**config.mk**
```make
export PLATFORM = sky130hd
export DESIGN_NAME = knownch_table
export DESIGN_NICKNAME = d
export VERILOG_FILES = /design/src/rtl/knownch_table.sv
export SDC_FILE = /design/constraint.sdc
export NUM_CORES = 1
export LEC_CHECK = 0
export ABC_AREA = 1
export ABC_CLOCK_PERIOD_IN_PS = 13160
export CORE_MARGIN = 8
export CORE_UTILIZATION = 55
export CTS_CLUSTER_SIZE = 16
export DETAILED_ROUTE_END_ITERATION = 10
export DONT_BUFFER_PORTS = 1
export PLACE_DENSITY_LB_ADDON = 0.08
export SLEW_MARGIN = 15
export SYNTH_ARGS = -nofsm -noshare
export SYNTH_HDL_FRONTEND = slang
export SYNTH_SLANG_ARGS = --single-unit
```
**constraint.sdc**
```tcl
create_clock -name clk -period 13.16 [get_ports clk]
set_input_delay 2.632 -clock clk [delete_from_list [all_inputs] [get_ports clk]]
set_output_delay 2.632 -clock clk [all_outputs]
set_load 0.02 [all_outputs]
```
**src/rtl/knownch_table.sv**
```systemverilog
// Candidate table of cluster-head adverts: refreshes repeat IDs, evicts the worst
// entry when full, and after an idle timeout scans for the best and backup CH.
module knownch_table #(
  parameter int WORD_WIDTH = 16,
  parameter int DEPTH      = 4,
  parameter int TIMEOUT    = 10
) (
  input  logic                  clk,
  input  logic                  rst,
  input  logic                  en_KCH,
  output logic                  kch_ready,
  input  logic                  HB_reset,
  input  logic [WORD_WIDTH-1:0] fCH_ID,
  input  logic [WORD_WIDTH-1:0] fCH_Hops,
  input  logic [WORD_WIDTH-1:0] fCH_QValue,
  output logic [WORD_WIDTH-1:0] chosenCH,
  output logic [WORD_WIDTH-1:0] hopsFromCH,
  output logic [WORD_WIDTH-1:0] chosenQ,
  output logic [WORD_WIDTH-1:0] backupCH,
  output logic                  ch_valid,
  output logic                  out_valid
);

  localparam int IDX_W = (DEPTH > 1) ? $clog2(DEPTH) : 1;
  localparam int TO_W  = $clog2(TIMEOUT + 1);
  localparam logic [WORD_WIDTH-1:0] ALL_ONES = '1;
  localparam logic [IDX_W-1:0]      LAST_IDX = IDX_W'(DEPTH - 1);
  localparam logic [TO_W-1:0]       TO_LOAD  = TO_W'(TIMEOUT);

  typedef enum logic [2:0] {
    S_IDLE,
    S_UPDATE,
    S_SCAN,
    S_OUT,
    S_CLEAR
  } state_t;

  // Fewer hops wins, then higher Q, then lower ID.
  function automatic logic better(
    input logic [WORD_WIDTH-1:0] a_hops,
    input logic [WORD_WIDTH-1:0] a_q,
    input logic [WORD_WIDTH-1:0] a_id,
    input logic [WORD_WIDTH-1:0] b_hops,
    input logic [WORD_WIDTH-1:0] b_q,
    input logic [WORD_WIDTH-1:0] b_id
  );
    if (a_hops != b_hops) return a_hops < b_hops;
    if (a_q != b_q) return a_q > b_q;
    return a_id < b_id;
  endfunction

  state_t state, state_nx;
  logic [TO_W-1:0]  timeout;
  logic [IDX_W-1:0] scan_idx;

  logic [DEPTH-1:0]      tbl_vld;
  logic [WORD_WIDTH-1:0] tbl_id   [DEPTH];
  logic [WORD_WIDTH-1:0] tbl_hops [DEPTH];
  logic [WORD_WIDTH-1:0] tbl_q    [DEPTH];

  logic [WORD_WIDTH-1:0] adv_id, adv_hops, adv_q;

  logic                  best_vld, sec_vld;
  logic [WORD_WIDTH-1:0] best_id, best_hops, best_q;
  logic [WORD_WIDTH-1:0] sec_id, sec_hops, sec_q;
  logic                  best_vld_nx, sec_vld_nx;
  logic [WORD_WIDTH-1:0] best_id_nx, best_hops_nx, best_q_nx;
  logic [WORD_WIDTH-1:0] sec_id_nx, sec_hops_nx, sec_q_nx;

  logic do_accept, do_dec, do_scan_start, do_scan_step, do_publish;
  logic do_update, do_reload, do_clear;

  logic             match_hit, free_hit, wr_en;
  logic [IDX_W-1:0] match_idx, free_idx, worst_idx, wr_idx;

  assign kch_ready = (state == S_IDLE) && !HB_reset;

  always_comb begin
    state_nx      = state;
    do_accept     = 1'b0;
    do_dec        = 1'b0;
    do_scan_start = 1'b0;
    do_scan_step  = 1'b0;
    do_publish    = 1'b0;
    do_update     = 1'b0;
    do_reload     = 1'b0;
    do_clear      = (state == S_CLEAR);
    if (HB_reset) begin
      state_nx = S_CLEAR;
    end else begin
      case (state)
        S_IDLE: begin
          if (en_KCH) begin
            do_accept = 1'b1;
            state_nx  = S_UPDATE;
          end else if (timeout == '0) begin
            do_scan_start = 1'b1;
            state_nx      = S_SCAN;
          end else begin
            do_dec = 1'b1;
          end
        end
        S_UPDATE: begin
          do_update = 1'b1;
          state_nx  = S_IDLE;
        end
        S_SCAN: begin
          do_scan_step = 1'b1;
          if (scan_idx == LAST_IDX) begin
            do_publish = 1'b1;
            state_nx   = S_OUT;
          end
        end
        S_OUT: begin
          do_reload = 1'b1;
          state_nx  = S_IDLE;
        end
        S_CLEAR: begin
          state_nx = S_IDLE;
        end
        default: state_nx = S_IDLE;
      endcase
    end
    if (do_clear) do_reload = 1'b1;
  end

  // Slot selection for the latched advert: refresh, free slot, or evict worst.
  always_comb begin
    match_hit = 1'b0;
    match_idx = '0;
    free_hit  = 1'b0;
    free_idx  = '0;
    worst_idx = '0;
    for (int i = DEPTH - 1; i >= 0; i--) begin
      if (tbl_vld[i] && (tbl_id[i] == adv_id)) begin
        match_hit = 1'b1;
        match_idx = IDX_W'(i);
      end
      if (!tbl_vld[i]) begin
        free_hit = 1'b1;
        free_idx = IDX_W'(i);
      end
    end
    for (int i = 1; i < DEPTH; i++) begin
      if (better(tbl_hops[worst_idx], tbl_q[worst_idx], tbl_id[worst_idx],
                 tbl_hops[i], tbl_q[i], tbl_id[i]))
        worst_idx = IDX_W'(i);
    end
    wr_en  = 1'b0;
    wr_idx = '0;
    if (match_hit) begin
      wr_en  = 1'b1;
      wr_idx = match_idx;
    end else if (free_hit) begin
      wr_en  = 1'b1;
      wr_idx = free_idx;
    end else if (better(adv_hops, adv_q, adv_id,
                        tbl_hops[worst_idx], tbl_q[worst_idx], tbl_id[worst_idx])) begin
      wr_en  = 1'b1;
      wr_idx = worst_idx;
    end
  end

  // Best/second tracker update for the entry under the scan pointer.
  always_comb begin
    best_vld_nx  = best_vld;
    best_id_nx   = best_id;
    best_hops_nx = best_hops;
    best_q_nx    = best_q;
    sec_vld_nx   = sec_vld;
    sec_id_nx    = sec_id;
    sec_hops_nx  = sec_hops;
    sec_q_nx     = sec_q;
    if (tbl_vld[scan_idx]) begin
      if (!best_vld || better(tbl_hops[scan_idx], tbl_q[scan_idx], tbl_id[scan_idx],
                              best_hops, best_q, best_id)) begin
        sec_vld_nx   = best_vld;
        sec_id_nx    = best_id;
        sec_hops_nx  = best_hops;
        sec_q_nx     = best_q;
        best_vld_nx  = 1'b1;
        best_id_nx   = tbl_id[scan_idx];
        best_hops_nx = tbl_hops[scan_idx];
        best_q_nx    = tbl_q[scan_idx];
      end else if (!sec_vld || better(tbl_hops[scan_idx], tbl_q[scan_idx], tbl_id[scan_idx],
                                      sec_hops, sec_q, sec_id)) begin
        sec_vld_nx  = 1'b1;
        sec_id_nx   = tbl_id[scan_idx];
        sec_hops_nx = tbl_hops[scan_idx];
        sec_q_nx    = tbl_q[scan_idx];
      end
    end
  end

  // Control and published outputs.
  always_ff @(posedge clk or posedge rst) begin
    if (rst) begin
      state      <= S_IDLE;
      timeout    <= TO_LOAD;
      scan_idx   <= '0;
      tbl_vld    <= '0;
      best_vld   <= 1'b0;
      sec_vld    <= 1'b0;
      chosenCH   <= ALL_ONES;
      hopsFromCH <= ALL_ONES;
      chosenQ    <= '0;
      backupCH   <= ALL_ONES;
      ch_valid   <= 1'b0;
      out_valid  <= 1'b0;
    end else begin
      state     <= state_nx;
      out_valid <= 1'b0;
      if (do_accept || do_reload) timeout <= TO_LOAD;
      else if (do_dec)            timeout <= timeout - TO_W'(1);
      if (do_scan_start) begin
        scan_idx <= '0;
        best_vld <= 1'b0;
        sec_vld  <= 1'b0;
      end
      if (do_scan_step) begin
        scan_idx <= scan_idx + IDX_W'(1);
        best_vld <= best_vld_nx;
        sec_vld  <= sec_vld_nx;
      end
      if (do_update && wr_en) tbl_vld[wr_idx] <= 1'b1;
      if (do_publish) begin
        chosenCH   <= best_vld_nx ? best_id_nx : ALL_ONES;
        hopsFromCH <= best_vld_nx ? best_hops_nx : ALL_ONES;
        chosenQ    <= best_vld_nx ? best_q_nx : '0;
        backupCH   <= sec_vld_nx ? sec_id_nx : ALL_ONES;
        ch_valid   <= best_vld_nx;
        out_valid  <= 1'b1;
      end
      if (do_clear) begin
        tbl_vld    <= '0;
        chosenCH   <= ALL_ONES;
        hopsFromCH <= ALL_ONES;
        chosenQ    <= '0;
        backupCH   <= ALL_ONES;
        ch_valid   <= 1'b0;
      end
    end
  end

  // Datapath storage; meaning is carried by the valid bits above.
  always_ff @(posedge clk) begin
    if (do_accept) begin
      adv_id   <= fCH_ID;
      adv_hops <= fCH_Hops;
      adv_q    <= fCH_QValue;
    end
    if (do_update && wr_en) begin
      tbl_id[wr_idx]   <= adv_id;
      tbl_hops[wr_idx] <= adv_hops;
      tbl_q[wr_idx]    <= adv_q;
    end
    if (do_scan_step) begin
      best_id   <= best_id_nx;
      best_hops <= best_hops_nx;
      best_q    <= best_q_nx;
      sec_id    <= sec_id_nx;
      sec_hops  <= sec_hops_nx;
      sec_q     <= sec_q_nx;
    end
  end

endmodule

```
==> results.md <==
- Clock-pin slew was measured on the worst setup and hold paths at 0.06 ns.
- The cell area that synthesis handed to floorplanning was 0.0267 sq mm.
- Across the run, the number of max-cap violations was 0.
- The pin count of the biggest net entering global routing is 109.
- The flip-flop and latch count after synthesis is 417.
- The number of vias per cell after detailed routing is 6.07.
- The number of instances resized during post-cts repair is 0.
- Counting every instance in the synthesized netlist gives 3,063.
- The tree is rooted in a clkbuf_16.
- The largest buffer count on any clock path is 3.
- For this design, the slowest cell found on the critical path is nand2_4.
- The number of antenna diodes in the final layout is 0.
- The placed wire-length estimate is 58.4 mm.
- The layout overhead on the synthesized area is 8.02%.
- The layout filler cell count is 4,216.
- After clock tree synthesis, the flow added hold-fix buffers numbering 0.
- The area of the die is 0.0558 sq mm.
- Setup violations remaining at the end of the flow were counted as 0.
- The routed wire length per instance is 21.7 microns.
- The library cell used most frequently in the layout, excluding fill and tap cells, is nand2_1.
- The DRC violation count after routing is 0.
- The post-route netlist has 6.27% of its cells at a drive strength greater than 1.
- The critical path is of the register to register type.
- After routing, the total negative slack on setup checks comes to 0 ns.
- The via count of the first global-routing pass is 21,300.
- The final layout contains 3,361 nets.
- Once the floorplan was initialized, standard cells occupied 55.7% of the core.
- For this run the aggregate overflow at the end of global routing stands at 0.
- STA classifies the critical path startpoint as a register.
- The number of setup buffers added after CTS is 0.
- The worst slew margin relative to its limit is 21.0%.
- Summing the sequential cell areas from Yosys gives 45.7% of the chip area.
- The H-tree was split into 2 levels.
- The clock reaches the later pin of the worst-skew pair after 0.59 ns.
- The hold slack is 0.489 ns.
- The area of the core is 0.0478 sq mm.
- A synthesized cell averages 8.71 sq um.
- In this run the tool buffered the top-level ports with 0 buffer cells.
- The cell seen most often among critical-path stages is nand2_1.
- The total nets after synthesis is 3,399.
- The dominant synthesized flop cell is edfxtp_1.
- VDD sags by at most 0.000134 V.
- The highest clock frequency the design can meet is 0.0869 GHz.
- The number of pins with negative max-slew slack in the final report is 0.
- The data arrival time of the worst path is 11.78 ns.
- For the finished layout, the period the worst path requires is 11.51 ns.
- The die width is 236 microns.
- The part of the cycle the worst path needs is 87.5%.
- The storage element area is 0.0122 sq mm.
- Detailed routing placed a total of 35.0 mm of wire on met2.
- After the first detailed-routing iteration, the DRC count stood at 2,199.
- The final wirelength is 79.9 mm.
- Summed over all nets, wire length on met3 after detailed routing comes to 6.77 mm.
- The number of standard-cell rows in the floorplan is 80.
- The data required time at the worst endpoint is 13.42 ns.
- The largest clock skew in the final design is 0.0185 ns.
- The detailed router placed 22,300 vias in this run.
- The maximum fanout along the worst path is 108.
- The flow ran to the end, and the final reports show no timing, DRC or antenna violations.
- In this run, synthesis inferred 336 flip-flops with an integrated enable.
- The number of sinks on the clock net is 417.
- The number of warnings printed during yosys synthesis is 0.
- The total clock buffers created by CTS is 47.
- The detailed router used layers up to and including met4.
- TritonCTS built the clock tree.
- The startpoint of the worst setup timing path is tbl_hops[0][11].
- The multi-input combinational cells in the finished layout cover a total of 0.0123 sq mm.
- The number of nets with antenna violations after routing is 0.
- The sort of element at the end of the critical path is a register.
- The worst reg2reg path startpoint is tbl_hops[0][11].
- 119 I/O pins were placed.
- The number of hold-slack violations in the final timing report is 0.
- Global routing used 27.9% of the available tracks across all layers.
- The areal power density over the cells is 97.6 mW/mm^2.
- At the end of routability-driven placement, the weighted congestion stood at 0.981.
- The pre-antenna-repair detailed-routing pass consisted of 6 iterations.
- The delay of the slowest critical-path stage is 0.73 ns.
- The path category of the worst min-delay check is register to register.
- In this run the static leakage power is 12.2 nW.
- The share of synthesized registers carrying an async set or reset is 19.4%.
- In this run, distinct cell masters in the synthesized netlist total 52.
- The actual transition at the worst max-transition pin is 1.18 ns.
- In this run the most critical hold path is launched from timeout[0].
- The routed length on met1 is 35.5 mm.
- From bottom edge to top edge, the die measures 236 microns.
- The initial antenna violation count is 0.
- The largest registers in the layout are tbl_hops (64), tbl_id (64), tbl_q (64).
- The wire length of the first global-routing pass is 123 mm.
- Setup repair after global routing left no endpoint under its margin.
- The library cells used most frequently in the layout, excluding fill and tap cells, are nand2_1 (515), inv_1 (457), o21ai_0 (348), edfxtp_1 (336), ha_1 (284).
-- cell type report --
cell class              instances  area share, %
clock buffers                  66           4.62
clock inverters                21          0.569
inverters                     473           6.17
multi-input cells            2056           42.8
flip-flops and latches        417           42.3
well taps                     615           2.67
repair buffers                 30          0.912
-- per-stage QoR --
| stage | worst slack [ns] | instance area, sq um | util (%) | cells | total power, mW |
|---|---|---|---|---|---|
| 2_1_floorplan | 3.93 | 26700 | - | 3063 | 1.52 |
| 3_3_place_gp | 1.90 | 27300 | 57.1 | 3591 | 1.55 |
| 3_5_place_dp | 1.87 | 27300 | 57.1 | 3591 | 1.55 |
| 4_1_cts | 1.83 | 28800 | 60.2 | 3678 | 2.83 |
| 5_1_grt | 0.872 | 28800 | 60.2 | 3678 | 2.89 |
| 6_report | 1.65 | 28800 | 60.2 | 3678 | 2.81 |
-- Yosys cell counts, drive strengths merged, types with 5 or more instances --
master | n | share of area, %
clkbuf | 110 | 1.5
nor4 | 33 | 0.77
nand2 | 522 | 7.4
o32ai | 34 | 1.1
dfrtp | 31 | 2.9
nor3 | 38 | 0.76
nor2 | 206 | 2.9
o21a | 14 | 0.39
nand3 | 69 | 1.3
ha | 284 | 13
o21bai | 7 | 0.20
o221ai | 24 | 0.79
o22ai | 78 | 1.8
o21ai | 351 | 6.6
a31oi | 9 | 0.21
clkinv | 6 | 0.084
dfstp | 50 | 4.9
a211oi | 11 | 0.31
inv | 467 | 6.6
or2 | 10 | 0.24
a221oi | 5 | 0.16
xor2 | 16 | 0.53
a21oi | 268 | 5.1
buf | 7 | 0.11
nand4 | 44 | 1.0
edfxtp | 336 | 38
o31ai | 8 | 0.23
-- report_power, final --
group	leakage [nW]	switching (mW)	internal, mW	total [mW]
clock	0.741	0.553	0.729	1.28
sequential	3.97	0.0123	1.43	1.44
combinational	7.47	0.0651	0.0259	0.0910
-- worst max-delay path, delay by kind of cell, from the launching register on --
family	cells	cell delay [ns]
flops	1	0.45
compound gates	11	2.59
buf+inv	9	2.12
simple gates	29	4.68
fa+ha+maj	4	1.24
-- cell families after synthesis --
family	after synthesis	share of synthesized area, %
xor+xnor	18	0.591
fa+ha+maj	284	13.3
flops	417	45.7
buf+inv	590	8.31
compound gates	826	17.4
simple gates	928	14.7
-- per-layer routing --
layer	track usage (%)	vias up
li1	-	10600
met1	39.0	10600
met2	43.3	954
met3	5.05	161
met4	9.62	0
met5	0	-
-- worst paths after layout --
kind / end / slack (ns) / cells past startpoint
setup / recovery: tbl_hops[1][8] / 1.65 / 53
hold / removal: timeout[0] / 0.49 / 1
setup reg to reg: tbl_hops[1][8] / 1.65 / 53
hold reg to reg: timeout[0] / 0.49 / 1
max in group asynchronous: scan_idx[0] / 10.17 / 2
min in group asynchronous: state[0] / 2.28 / 2
Note: power is estimated with default switching activity, not from simulation.
